[config.mk]
export PLATFORM = sky130hd
export DESIGN_NAME = imem_fetch_arbiter
export DESIGN_NICKNAME = d
export VERILOG_FILES = /design/src/rtl/imem_fetch_arbiter.sv
export SDC_FILE = /design/constraint.sdc
export NUM_CORES = 1
export LEC_CHECK = 0
export BUFFER_PORTS_ARGS = -buffer_cell sky130_fd_sc_hd__buf_2
export CAP_MARGIN = 40
export CORE_ASPECT_RATIO = 0.5
export CORE_MARGIN = 2
export CORE_UTILIZATION = 59
export DETAILED_ROUTE_END_ITERATION = 7
export GPL_TIMING_DRIVEN = 0
export PLACE_DENSITY_LB_ADDON = 0.12
export SLEW_MARGIN = 20
export SYNTH_ARGS = -nofsm -noshare
export SYNTH_HDL_FRONTEND = slang
export SYNTH_SLANG_ARGS = --single-unit
[constraint.sdc]
create_clock -name i_clk -period 13.3 [get_ports i_clk]
set_input_delay 0.665 -clock i_clk [delete_from_list [all_inputs] [get_ports i_clk]]
set_output_delay 0.665 -clock i_clk [all_outputs]
set_load 0.05 [all_outputs]
[src/rtl/imem_fetch_arbiter.sv]
// imem_fetch_arbiter
// Shares one multi-cycle instruction memory between the I-cache refill engine
// and the debug/loader read port. Round-robin arbitration picks one owner; a
// refill is issued as BURST_LENGTH single-word strobe/ack beats with a one-cycle
// strobe gap between beats, and each beat is bounded by a timeout.
//
// Ports:
//   i_clk, i_rst                     clock, asynchronous active-high reset
//   i_rf_req/i_rf_addr               refill request (line-aligned internally)
//   o_rf_gnt/o_rf_valid/o_rf_line/o_rf_err    refill grant and completion
//   i_dbg_req/i_dbg_addr             debug single-word read request
//   o_dbg_gnt/o_dbg_valid/o_dbg_data/o_dbg_err debug grant and completion
//   o_mem_addr/o_mem_stb, i_mem_ack/i_mem_data memory handshake
//   o_busy                           high whenever not IDLE
module imem_fetch_arbiter #(
    parameter int unsigned ADDR_W       = 13,
    parameter int unsigned BURST_LENGTH = 4,
    parameter int unsigned TIMEOUT      = 64
) (
    input  logic                      i_clk,
    input  logic                      i_rst,
    input  logic                      i_rf_req,
    input  logic [ADDR_W-1:0]         i_rf_addr,
    output logic                      o_rf_gnt,
    output logic                      o_rf_valid,
    output logic [32*BURST_LENGTH-1:0] o_rf_line,
    output logic                      o_rf_err,
    input  logic                      i_dbg_req,
    input  logic [ADDR_W-1:0]         i_dbg_addr,
    output logic                      o_dbg_gnt,
    output logic                      o_dbg_valid,
    output logic [31:0]               o_dbg_data,
    output logic                      o_dbg_err,
    output logic [ADDR_W-1:0]         o_mem_addr,
    output logic                      o_mem_stb,
    input  logic                      i_mem_ack,
    input  logic [31:0]               i_mem_data,
    output logic                      o_busy
);

    localparam int unsigned BEAT_W = $clog2(BURST_LENGTH);
    localparam int unsigned TCNT_W = $clog2(TIMEOUT + 1);
    localparam int unsigned LINE_W = 32 * BURST_LENGTH;

    typedef enum logic [1:0] {
        IDLE = 2'd0,
        REQ  = 2'd1,
        GAP  = 2'd2,
        DONE = 2'd3
    } state_t;

    state_t              state;
    logic                owner_dbg;   // current transaction belongs to the debug port
    logic                prio_dbg;    // debug wins the next contended arbitration
    logic [BEAT_W-1:0]   beat;
    logic [TCNT_W-1:0]   tcnt;
    logic [LINE_W-1:0]   line_buf;

    logic                pick_dbg_c;
    logic                last_beat_c;
    logic [ADDR_W-1:0]   rf_base_c;
    logic [ADDR_W-1:0]   next_addr_c;
    logic [LINE_W-1:0]   line_merged_c;

    // Arbitration, beat addressing and line assembly helpers
    always_comb begin
        pick_dbg_c  = i_dbg_req && (!i_rf_req || prio_dbg);
        last_beat_c = owner_dbg || (beat == BEAT_W'(BURST_LENGTH - 1));
        rf_base_c   = i_rf_addr & ~ADDR_W'(BURST_LENGTH - 1);
        // Only the in-line offset advances, so a line never leaves its aligned block
        next_addr_c = {o_mem_addr[ADDR_W-1:BEAT_W], BEAT_W'(o_mem_addr[BEAT_W-1:0] + 1'b1)};
        line_merged_c = line_buf;
        for (int k = 0; k < BURST_LENGTH; k++) begin
            if (beat == BEAT_W'(k)) begin
                line_merged_c[32*k +: 32] = i_mem_data;
            end
        end
    end

    // Transaction FSM with registered outputs
    always_ff @(posedge i_clk or posedge i_rst) begin
        if (i_rst) begin
            state       <= IDLE;
            owner_dbg   <= 1'b0;
            prio_dbg    <= 1'b0;
            beat        <= '0;
            tcnt        <= '0;
            line_buf    <= '0;
            o_rf_gnt    <= 1'b0;
            o_rf_valid  <= 1'b0;
            o_rf_line   <= '0;
            o_rf_err    <= 1'b0;
            o_dbg_gnt   <= 1'b0;
            o_dbg_valid <= 1'b0;
            o_dbg_data  <= '0;
            o_dbg_err   <= 1'b0;
            o_mem_addr  <= '0;
            o_mem_stb   <= 1'b0;
            o_busy      <= 1'b0;
        end else begin
            o_rf_gnt    <= 1'b0;
            o_dbg_gnt   <= 1'b0;
            o_rf_valid  <= 1'b0;
            o_dbg_valid <= 1'b0;
            case (state)
                IDLE: begin
                    if (i_rf_req || i_dbg_req) begin
                        state     <= REQ;
                        o_busy    <= 1'b1;
                        o_mem_stb <= 1'b1;
                        beat      <= '0;
                        tcnt      <= '0;
                        owner_dbg <= pick_dbg_c;
                        prio_dbg  <= !pick_dbg_c;
                        if (pick_dbg_c) begin
                            o_dbg_gnt  <= 1'b1;
                            o_dbg_err  <= 1'b0;
                            o_mem_addr <= i_dbg_addr;
                        end else begin
                            o_rf_gnt   <= 1'b1;
                            o_rf_err   <= 1'b0;
                            o_mem_addr <= rf_base_c;
                        end
                    end
                end
                REQ: begin
                    if (i_mem_ack) begin
                        tcnt      <= '0;
                        o_mem_stb <= 1'b0;
                        if (owner_dbg) begin
                            o_dbg_data <= i_mem_data;
                        end else begin
                            line_buf <= line_merged_c;
                        end
                        if (last_beat_c) begin
                            state <= DONE;
                            if (owner_dbg) begin
                                o_dbg_valid <= 1'b1;
                            end else begin
                                o_rf_valid <= 1'b1;
                                o_rf_line  <= line_merged_c;
                            end
                        end else begin
                            state      <= GAP;
                            beat       <= BEAT_W'(beat + 1'b1);
                            o_mem_addr <= next_addr_c;
                        end
                    end else if (tcnt == TCNT_W'(TIMEOUT - 1)) begin
                        // Beat hung: abort, report error to the owner
                        state     <= DONE;
                        o_mem_stb <= 1'b0;
                        tcnt      <= '0;
                        if (owner_dbg) begin
                            o_dbg_valid <= 1'b1;
                            o_dbg_err   <= 1'b1;
                        end else begin
                            o_rf_valid <= 1'b1;
                            o_rf_err   <= 1'b1;
                        end
                    end else begin
                        tcnt <= TCNT_W'(tcnt + 1'b1);
                    end
                end
                GAP: begin
                    // Single strobe-low cycle so memory sees a fresh strobe
                    state     <= REQ;
                    o_mem_stb <= 1'b1;
                    tcnt      <= '0;
                end
                DONE: begin
                    state  <= IDLE;
                    o_busy <= 1'b0;
                end
                default: begin
                    state <= IDLE;
                end
            endcase
        end
    end

endmodule

# --- After elaboration in Yosys (flattened, before gate mapping) ---
# Cells that the tools add are included.
# Widths: inputs -> output; s select.
op_classes:
  mux: 55
  add_sub_neg: 3
  n_reduce_logical: 23
  n_eq_ne: 17
  bitwise_logic: 2
op_table:
  columns: ["cell", "count"]
  rows:
  - ["$mux 32", 4]
  - ["$mux 1", 30]
  - ["$mux 13", 2]
  - ["$pmux 13 s2", 1]
  - ["$mux 7", 3]
  - ["$pmux 7 s3", 1]
  - ["$ne 2x2->1 const B", 9]
  - ["$mux 2", 8]
  - ["$reduce_and 3->1", 4]
  - ["$reduce_and 6->1", 2]
  - ["$eq 2x2->1 const B", 4]
  - ["$pmux 2 s4", 1]
  - ["$reduce_and 2->1", 4]
  - ["$reduce_and 4->1", 2]
  - ["$add 7x1->7 const B", 1]
  - ["$eq 7x6->1 const B", 1]
  - ["$pmux 1 s2", 3]
  - ["$add 2x1->2 const B", 2]
  - ["$eq 2x1->1 const B", 2]
  - ["$logic_not 2->1", 2]
  - ["$pmux 2 s2", 1]
  - ["$reduce_bool 2->1", 2]
  - ["$logic_or 1x1->1", 3]
  - ["$ne 3x3->1 const B", 1]
  - ["other kinds (5)", 7]
totals:
  in_bits: 63
  elab_cells: 118
  out_inout_bits: 181
  regBits: 322

# --- Depth between registers and ports, before layout ---
# Gate-level depths: netlist of run 1.
logic_depth:
  word_depth: 6
  ltp_mapped: 7
  depth_no_buf: 5

# --- Worst setup path after synthesis of run 1 ---
# No wires, ideal clock.
synth_timing:
  path_kind: "input -> register"
  startpoint: "input i_rf_req"
  endpoint: "register o_mem_addr[0]"
  stages: 4
  arrival_time_ns: 1.685
  setup_ns: 0.124
  path_slack_ns: 11.491
  cell_sequence: "or2_2 > a22oi_1 > nor3_1 > a211o_1"
synth_between:
  elab_chain_len: 6
  word_cells_on_any_way: 9
synth_rtl:
  columns: ["item", "line_no", "text"]
  rows:
  - ["start, declared", "22", "input logic i_rf_req,"]
  - ["$logic_not 1->1", "67", "pick_dbg_c = i_dbg_req && (!i_rf_req || prio_dbg);"]
  - ["$logic_or 1x1->1", "67", null]
  - ["$logic_and 1x1->1", "67", null]
  - ["$mux 13", "115", "if (pick_dbg_c) begin"]
  - ["$mux 13", "107", "if (i_rf_req || i_dbg_req) begin"]
  - ["$pmux 13 s2", "105", "case (state)"]
  - ["end signal, assigned", "118", "o_mem_addr <= i_dbg_addr;"]
  - ["end signal, assigned", "122", "o_mem_addr <= rf_base_c;"]
  - ["end signal, assigned", "146", "o_mem_addr <= next_addr_c;"]
  - ["end, declared", "34", "output logic [ADDR_W-1:0] o_mem_addr,"]
# Parallel ways exist; a longest one is shown, timed or not. The select of a mux whose other input is x is not followed.
# A chain may end at the register's enable or synchronous reset.

# --- Final worst setup path of run 1 ---
layout_timing:
  startpoint: "register beat[0]"
  endpoint: "register o_rf_line[94]"
layout_between:
  elab_chain_len: 3
  word_cells_on_any_way: 5
layout_rtl:
  columns: ["item", "line_no", "text"]
  rows:
  - ["start, declared", "55", "logic [BEAT_W-1:0] beat;"]
  - ["start signal, assigned", "145", "beat <= BEAT_W'(beat + 1'b1);"]
  - ["$eq 2x2->1", "68", "last_beat_c = owner_dbg || (beat == BEAT_W'(BURST_LENGTH - 1));"]
  - ["$logic_or 1x1->1", "68", null]
  - ["$reduce_and 4->1 (no line)", null, null]
  - ["end signal, assigned", "141", "o_rf_line <= line_merged_c;"]
  - ["end, declared", "26", "output logic [32*BURST_LENGTH-1:0] o_rf_line,"]
# Parallel ways exist; a longest one is shown, timed or not.

==> reports/qor.csv, run 1 <==
metric,value,unit
hold_path_class,primary input to async pin,
fin_tns_setup,0,ps
fin_skew,24.63,ps
crit_slowest_cell,clkbuf_1,
ir_worst_vdd,235.8,uV
stdcell_count,1545,
post_cts_resized,0,
post_cts_buffers,0,
dr.pass1.iters,5,
grt_pass1_wl,45780,um
required,13670,ps
grt_usage,0.2743,
drv_slew,0,
critPathMaxStageDelay,640,ps
grt_max_degree,112,
design_area,14400,um2
rsz0062_at_grt,false,
ys_async_sr_fraction,1.000,
regToRegSetupSlack,11230,ps
busiest_layer,met2,
io_buffer_count,241,
finalSetupViolCount,0,
hold_ws,231.5,ps
core_area,19590,um2
die_w,204.8,um
fmaxAchievable,483.1,MHz
pwr_density_cell,263.2,nW/um2
dp_cells,1499,
initial_utilization,0.6073,
path_cells,"inv_1, ha_1, buf_2, clkbuf_1, mux2i_1, o21ai_0",
yosysSeqAreaShare,0.6098,
crit_start,beat[0],
run_status,completed,
end_kind,flip-flop,
yosys_most_used_dff,dfrtp_1,
diodes,0,
gp_congestion,0.7903,
areaGrowthSynthToFinish,21.02,%
drv_cap,0,
cp_data_arrival_time,2440,ps
wl_per_cell,18.63,um
r2r-start,beat[0],
top_level_ports,244,
grtUsageMet1,0.3951,
critPathBufInv,3,
start_kind,flip-flop,
slew_headroom,0.4548,
die-area,21390,um2
ys_types,40,
synth_area,11900,um2
place_area,13510,um2
leakagePower,7.352,nW
critPathTopFamily,buffers and inverters,
syn_inst,989,
insertion_delay,540,ps
path_class,flip-flop to flip-flop,
cts_buffer_depth,3,
wl,28780,um
drt_iter0_drc,473,
synth-edff-count,0,
cts_buffers,25,
met2_usage,0.4406,
gr-usage-met3,0.05890,
finalCritPeriodShare,0.1556,
gr-total-overflow,0,
syn-num-nets,1057,
layout_min_cycle_time,2070,ps
avgViaCountPerCell,5.490,
htree_levels,1,
worst_pin_slew,817.8,ps
hold_viol_final,0,
vias,8482,
clkSinkCount,290,
drc_errors,0,
grt_pass1_vias,8459,
nNetsFinal,1329,
cts_root_buf,clkbuf_16,
ant_nets,0,
yosys_warnings,0,
die_h,104.4,um
clkTransAtPathRegs,70,ps
critPathMaxFanout,10,
synth-seq-cells,290,
hpwl,20300,um
antenna_found_initial,0,
cts_tree,done,
finalPower,3.790,mW
layout-drive-gt1-share,0.3573,
hold_buffers,0,
syn_area_per_cell,12.03,um2
rows,36,
## cell type report
class	count	area [um2]
inverters	10	45.04
plain buffers	59	272.8
fillers	1430	5192
clock inverters	10	133.9
flip-flops and latches	290	7257
clock buffers	35	743.2
well taps	266	332.8
multi-input cells	630	4333
repair buffers	245	1284
## flip-flops by register name, summed over array words and instances (netlist names), 2 cells and up
| register | count |
|---|---|
| beat | 2 |
| line_buf | 96 |
| o_dbg_data | 32 |
| o_mem_addr | 13 |
| o_rf_line | 128 |
| state | 2 |
| tcnt | 7 |
## per-stage QoR
stage	setup slack, ps	utilization
floorplan	4629	-
global placement	1918	0.6859
detailed placement	10950	0.6897
CTS	11220	0.7344
global route	11070	0.7350
finish	11230	0.7350
## cells by family after synthesis
family | synth area share
DFF | 0.6098
adders and majority gates | 0.005257
buffers and inverters | 0.02608
muxes | 0.2111
and+or+nand+nor | 0.08580
AOI/OAI and AO/OA | 0.06193
## layout by cell type (no fill, tap or decap), drive strengths merged, types with 2 or more instances in the layout
cell	instances
a31oi	2
clkinvlp	2
nor3b	4
and2	2
nor4	2
inv	11
nand3	4
nor2	21
nor2b	2
nand2	204
o31ai	2
buf	283
and3	3
mux2	128
a21oi	13
clkinv	4
o21ai	108
a21o	3
mux2i	107
ha	5
nor3	6
clkbuf	56
bufinv	3
dfrtp	290
## Yosys cell counts, types with 3 or more instances
cell type / number / area, um2
a21o_1: 3 / 22.52
a21oi_1: 13 / 65.06
and3_1: 3 / 18.77
buf_2: 35 / 175.2
clkbuf_1: 21 / 78.83
dfrtp_1: 290 / 7257
ha_1: 5 / 62.56
inv_1: 10 / 37.54
mux2_2: 128 / 1441
mux2i_1: 107 / 1071
nand2_1: 204 / 765.7
nand3_1: 4 / 20.02
nor2_1: 21 / 78.83
nor3_1: 5 / 25.02
nor3b_1: 3 / 22.52
o21ai_0: 93 / 465.5
o21ai_1: 15 / 75.07
## path summary, 6_finish.rpt
check,to,cells after the start
setup / recovery,o_rf_line[94],6
hold / removal,o_rf_line[62],2
setup reg to reg,o_rf_line[94],6
hold reg to reg,o_rf_line[98],2
max in group asynchronous,o_rf_line[3],3
min in group i_clk,o_rf_line[106],3
## per-layer routing
metal  vias up  share of wire  wire length (um)
met5         -              0                 0
met4         0          0.012               349
met3        31          0.060              1734
met2       225           0.47             13460
met1      4285           0.46             13240
li1       3941              -                 -
## power by group
part / internal (mW) / switching, mW / total, mW
registers: 1.22 / 0.179 / 1.40
logic: 0.496 / 1.12 / 1.62
clock network: 0.449 / 0.327 / 0.776
Note: power is estimated with default switching activity, not from simulation.
==> inputs of run 2 (changes only) <==
--- a/config.mk
+++ b/config.mk
@@ -9,7 +9,7 @@
 export CAP_MARGIN = 40
 export CORE_ASPECT_RATIO = 0.5
 export CORE_MARGIN = 2
-export CORE_UTILIZATION = 59
+export CORE_UTILIZATION = 54
 export DETAILED_ROUTE_END_ITERATION = 7
 export GPL_TIMING_DRIVEN = 0
 export PLACE_DENSITY_LB_ADDON = 0.12
==> constraint.sdc (replaced) <==
create_clock -name i_clk -period 2.17 [get_ports i_clk]
set_input_delay 0.1085 -clock i_clk [delete_from_list [all_inputs] [get_ports i_clk]]
set_output_delay 0.1085 -clock i_clk [all_outputs]
set_load 0.05 [all_outputs]
==> reports/qor.csv, run 2 (synthesis gave the netlist of run 1 again) <==
metric,value,unit,change
run_status,completed,,
drc_errors,0,,unchanged
final_common_cell,dfrtp_1,,
reg2reg_depth,6,,unchanged
nNetsFinal,1395,,+5.0%
required,2580,ps,-11090 ps
fmaxAchievable,486.2,MHz,+0.65%
post_cts_buffers,0,,unchanged
ir_worst_vdd,1043,uV,+340%
die-area,23310,um2,+9.0%
finalCritPeriodShare,0.9478,,+0.7921
top_level_ports,244,,unchanged
finalSetupViolCount,0,,unchanged
drv_cap,0,,unchanged
layout-drive-gt1-share,0.3472,,-0.01007
areaGrowthSynthToFinish,27.12,%,
fin_skew,15.75,ps,-8.881 ps
path_cells,"nand2b_1, buf_2, nor3_4, nand2_1, buf_2, mux2_2",,
leakagePower,7.652,nW,+4.1%
gp_congestion,0.7856,,-0.59%
slew_headroom,0.4685,,+0.01372
io_buffer_count,241,,unchanged
n_fill_cell,1608,,+12%
hold_viol_final,0,,unchanged
critPathBufInv,2,,-1
grt_max_degree,36,,-68%
hold_depth,5,,
htree_levels,1,,unchanged
critPathTopFamily,simple AND/OR/NAND/NOR gates,,
grt_usage,0.2568,,-0.01750
critPathMaxFanout,10,,unchanged
crit_path_frequent_cell,buf_2,,
hpwl,21220,um,+4.5%
worstSetupPathDepth,6,,unchanged
rsz0062_at_grt,false,,
place_area,13720,um2,+1.5%
pwr_density_cell,1521,nW/um2,+480%
initial_utilization,0.5501,,-0.05726
rows,38,,+5.6%
dp_cells,1540,,+2.7%
die_w,213.9,um,+4.4%
grt_pass1_wl,46550,um,+1.7%
core_area,21630,um2,+10%
hold_ws,41.53,ps,-190.0 ps
clkSinkCount,290,,unchanged
cts_buffer_depth,3,,unchanged
clkTransAtPathRegs,70,ps,about the same
drt_iter0_drc,513,,+8.5%
end_kind,flip-flop,,
antenna_found_initial,0,,unchanged
crit_slowest_cell,dfrtp_1,,
critPathMaxStageDelay,460,ps,-180 ps
largest_registers,"o_rf_line (128), line_buf (96), o_dbg_data (32)",,
wl_per_cell,18.19,um,-2.3%
insertion_delay,530,ps,about the same
cp_data_arrival_time,2470,ps,+30 ps
stdcell_count,1642,,+6.3%
dr.pass1.iters,6,,+1
vias,8646,,+1.9%
start_kind,flip-flop,,
hold_path_class,primary input to flip-flop,,
ant_nets,0,,unchanged
cts_buffers,26,,+4.0%
utilization,0.6992,,-0.03575
most-common-layout-cells,"dfrtp_1 (290), buf_2 (276), nand2_1 (204), mux2_2 (128), mux2i_1 (107)",,
design_area,15130,um2,+5.0%
gr-total-overflow,0,,unchanged
cts_root_buf,clkbuf_16,,
path_class,flip-flop to flip-flop,,
layout_min_cycle_time,2057,ps,-13.33 ps
drv_slew,0,,unchanged
cts_tree,done,,
diodes,0,,unchanged
wl,29870,um,+3.8%
largest_reg_flops,128,,unchanged
largest-register,o_rf_line,,
avgViaCountPerCell,5.266,,-4.1%
worst_pin_slew,791.1,ps,-26.67 ps
grt_pass1_vias,8558,,+1.2%
die_h,109.0,um,+4.4%
run 2: cell types whose count changed in the layout (fill, tap and decap cells not counted), moves of 2 or more:
| cell | change |
|---|---|
| dlygate4sd3_1 | +57 |
| clkbuf_2 | +7 |
| buf_12 | +6 |
| bufinv_16 | -3 |
| buf_16 | +2 |
| clkbuf_1 | -2 |
| clkbuf_16 | +2 |
| clkbuf_8 | -2 |
run 2: timing repair:
action,CTS,global route
resized for setup,1,14
hold buffers,57,0
endpoints found under the hold margin,329,0
endpoints found under the setup margin,1,34
run 2: per-stage QoR:
stage               total power [mW]  TNS [ps]  setup slack [ps]
floorplan                      16.06   -517850             -1786
global placement               18.22   -951400             -3324
detailed placement             18.58         0             20.34
CTS                            23.10         0             36.68
global route                   24.18         0             7.318
finish                         23.01         0             113.3
run 2: per-layer routing:
layer,vias up,track usage,share of wire
li1,4069,-,-
met1,4339,0.3666,0.47
met2,202,0.4156,0.46
met3,36,0.05244,0.049
met4,0,0.04895,0.015
met5,-,0,0
run 2: path summary, 6_finish.rpt:
kind / start / slack (ps) / end
worst max-delay path: state[1] / 110 / line_buf[19]
worst min-delay path: i_dbg_req / 40 / o_busy
worst max register to register: state[1] / 110 / line_buf[19]
worst min register to register: o_rf_line[127] / 470 / o_rf_line[127]
max in group asynchronous: i_rst / 860 / o_rf_line[5]
min in group asynchronous: i_rst / 200 / o_rf_line[120]
run 2: final cells by class:
cell class / instances / area (um2) / area share
Clock inverter: 4 / 22.52 / 0.001489
Sequential cell: 290 / 7257 / 0.4797
Tap cell: 300 / 375.4 / 0.02481
Clock buffer: 39 / 780.7 / 0.05161
Timing Repair Buffer: 310 / 2029 / 0.1342
Buffer: 59 / 281.5 / 0.01861
Multi-Input combinational cell: 630 / 4339 / 0.2868
Inverter: 10 / 41.29 / 0.002730
run 2: where the power goes:
| group | switching [mW] | internal (mW) |
|---|---|---|
| Sequential | 1.08 | 7.47 |
| Combinational | 6.91 | 3.14 |
| Clock | 1.94 | 2.47 |
| Total | 9.93 | 13.1 |
run 2: tightest hold or removal path: stages:
cell and delay [ps]:
buf_2 110, nor2_1 50, nor2_1 80, nor2_1 50, o22ai_1 120
==> inputs of run 3 (changes only) <==
--- a/config.mk
+++ b/config.mk
@@ -10,6 +10,7 @@
 export CORE_ASPECT_RATIO = 0.5
 export CORE_MARGIN = 2
 export CORE_UTILIZATION = 54
+export CTS_CLUSTER_DIAMETER = 30
 export DETAILED_ROUTE_END_ITERATION = 7
 export GPL_TIMING_DRIVEN = 0
 export PLACE_DENSITY_LB_ADDON = 0.12
==> constraint.sdc (replaced) <==
create_clock -name i_clk -period 2.17 [get_ports i_clk]
set_input_delay 0.434 -clock i_clk [delete_from_list [all_inputs] [get_ports i_clk]]
set_output_delay 0.434 -clock i_clk [all_outputs]
set_load 0.05 [all_outputs]
==> reports/qor.csv, run 3 (synthesis gave the netlist of run 1 again) <==
metric,value,unit,change
grt_max_degree,36,,unchanged
avgViaCountPerCell,5.292,,+0.50%
n_fill_cell,1631,,+1.4%
pwr-share-seq,0.347,,-0.025
pwr_density_cell,1644,nW/um2,+8.1%
largest_reg_flops,128,,unchanged
hpwl,21220,um,unchanged
insertion_delay,500,ps,-30 ps
die_h,109.0,um,unchanged
place_area,13720,um2,unchanged
seq_area,7257,um2,unchanged
cts_tree,done,,
top_level_ports,244,,unchanged
finalPower,24.64,mW,+7.1%
die_w,213.9,um,unchanged
grt_pass1_vias,8410,,-1.7%
finalCritPeriodShare,0.9461,,-0.001704
die-area,23310,um2,unchanged
crit_slowest_cell,clkbuf_1,,
cp_data_arrival_time,2400,ps,-70 ps
start_kind,flip-flop,,
multi_input_area,4339,um2,unchanged
rsz0062_at_grt,true,,
required,2520,ps,-60 ps
p_sw_frac,0.4155,,-0.01619
diodes,0,,unchanged
end_kind,flip-flop,,
timing.final.ws_setup,117.0,ps,+3.697 ps
most-common-layout-cells,"dfrtp_1 (290), buf_2 (276), nand2_1 (204), mux2_2 (128), mux2i_1 (107)",,
run_status,completed,,
grt_usage,0.2520,,-0.004724
worst_pin_slew,779.5,ps,-11.59 ps
fmaxAchievable,487.1,MHz,+0.18%
htree_levels,2,,+1
grt_pass1_wl,45600,um,-2.1%
ir_worst_vdd,998.5,uV,-4.2%
areaGrowthSynthToFinish,25.99,%,
ant_nets,0,,unchanged
post_cts_buffers,0,,unchanged
layout_min_cycle_time,2053,ps,-3.697 ps
io_buffer_count,241,,unchanged
rows,38,,unchanged
gp_congestion,0.7856,,unchanged
critPathMaxStageDelay,490,ps,+30 ps
fin_skew,17.61,ps,+1.861 ps
design_area,14990,um2,-0.89%
hold_path_class,primary input to flip-flop,,
slew_headroom,0.4763,,+0.007788
clockPowerShare,0.249,,+0.057
path_cells,"ha_1, nand3_1, buf_2, clkbuf_1, o21ai_0",,
finalSetupViolCount,0,,unchanged
clkTransAtPathRegs,60,ps,about the same
largest_registers,"o_rf_line (128), line_buf (96), o_dbg_data (32)",,
drv_cap,0,,unchanged
wl_per_cell,18.23,um,+0.19%
antenna_found_initial,0,,unchanged
dr.pass1.iters,6,,unchanged
gr-total-overflow,0,,unchanged
clkSinkCount,290,,unchanged
path_class,flip-flop to flip-flop,,
p_sw,10.24,mW,+3.1%
drt_iter0_drc,526,,+2.5%
vias,8488,,-1.8%
largest-register,o_rf_line,,
final_common_cell,dfrtp_1,,
cts_buffer_depth,3,,unchanged
cts_buffers,37,,+42%
place_ws,20.34,ps,unchanged
leakagePower,7.624,nW,-0.37%
critPathMaxFanout,10,,unchanged
hold_viol_final,0,,unchanged
initial_utilization,0.5501,,unchanged
layout-drive-gt1-share,0.3735,,+0.02622
nNetsFinal,1350,,-3.2%
cellInternalPower,14.40,mW,+10%
drc_errors,0,,unchanged
wl,29230,um,-2.1%
cts_root_buf,clkbuf_16,,
core_area,21630,um2,unchanged
drv_slew,0,,unchanged
p_comb_frac,0.404,,-0.033
run 3: changes by cell type in the layout (fill, tap and decap cells not counted), sizes merged:
cell,delta
dlygate4sd3,-56
clkinv,+6
clkbuf,+4
inv,+2
bufinv,+5
clkinvlp,+1
run 3: routing by layer:
metal,vias to the layer above,global-route usage,part of all wire
met3,38,0.05662,0.054
met5,-,0,0
li1,3979,-,-
met4,0,0.05495,0.015
met1,4271,0.3564,0.47
met2,200,0.4045,0.46
run 3: worst paths after layout:
kind                                start              to  slack (ps)  cells past startpoint
min reg2reg                o_rf_line[127]  o_rf_line[127]         470                      2
max                               beat[0]    o_rf_line[7]         120                      5
max reg2reg                       beat[0]    o_rf_line[7]         120                      5
max in group asynchronous           i_rst    o_rf_line[4]         500                      7
min                        i_mem_data[10]  o_rf_line[106]         230                      3
min in group asynchronous           i_rst  o_rf_line[118]         560                      3
run 3: repair_timing:
| item | in CTS | in global routing |
|---|---|---|
| endpoints found under the setup margin | 0 | 117 |
| hold buffers | 1 | 0 |
| gates resized for setup | 0 | 13 |
| endpoints found under the hold margin | 16 | 0 |
run 3: layout make-up:
cell class | count | share of cell area
plain buffers | 59 | 0.01869
multi-input cells | 630 | 0.2894
inverters | 10 | 0.002754
well taps | 300 | 0.02504
clock buffers | 43 | 0.06593
repair buffers | 254 | 0.09797
flip-flops and latches | 290 | 0.4840
clock inverters | 18 | 0.01619
run 3: stage by stage:
| step | util | setup TNS (ps) | hold WS (ps) | cells |
|---|---|---|---|---|
| 2_1_floorplan | - | -612240 | 459.5 | 989 |
| 3_3_place_gp | 0.6234 | -1045800 | 455.0 | 1530 |
| 3_5_place_dp | 0.6340 | 0 | 457.9 | 1540 |
| 4_1_cts | 0.6914 | 0 | 205.2 | 1602 |
| 5_1_grt | 0.6931 | -32.04 | 224.7 | 1604 |
| 6_report | 0.6931 | 0 | 227.4 | 1604 |
run 3: worst max-delay path: cells and delay by family (launching register included):
kind,cells,cell delay (ps)
and+or+nand+nor,1,220
adders and majority gates,1,260
buffers and inverters,2,800
AOI/OAI and AO/OA,1,200
DFF,1,410
run 3: power groups by stage:
| stage | sequential, mW | combinational, mW | clock, mW |
|---|---|---|---|
| after global routing | 8.81 | 10.6 | 6.46 |
| after CTS | 8.55 | 9.98 | 6.23 |
| after detailed placement | 8.62 | 9.96 | 0 |
| final | 8.56 | 9.95 | 6.13 |
| after global placement | 8.52 | 9.71 | 0 |
| after floorplan | 12.6 | 3.50 | 0 |
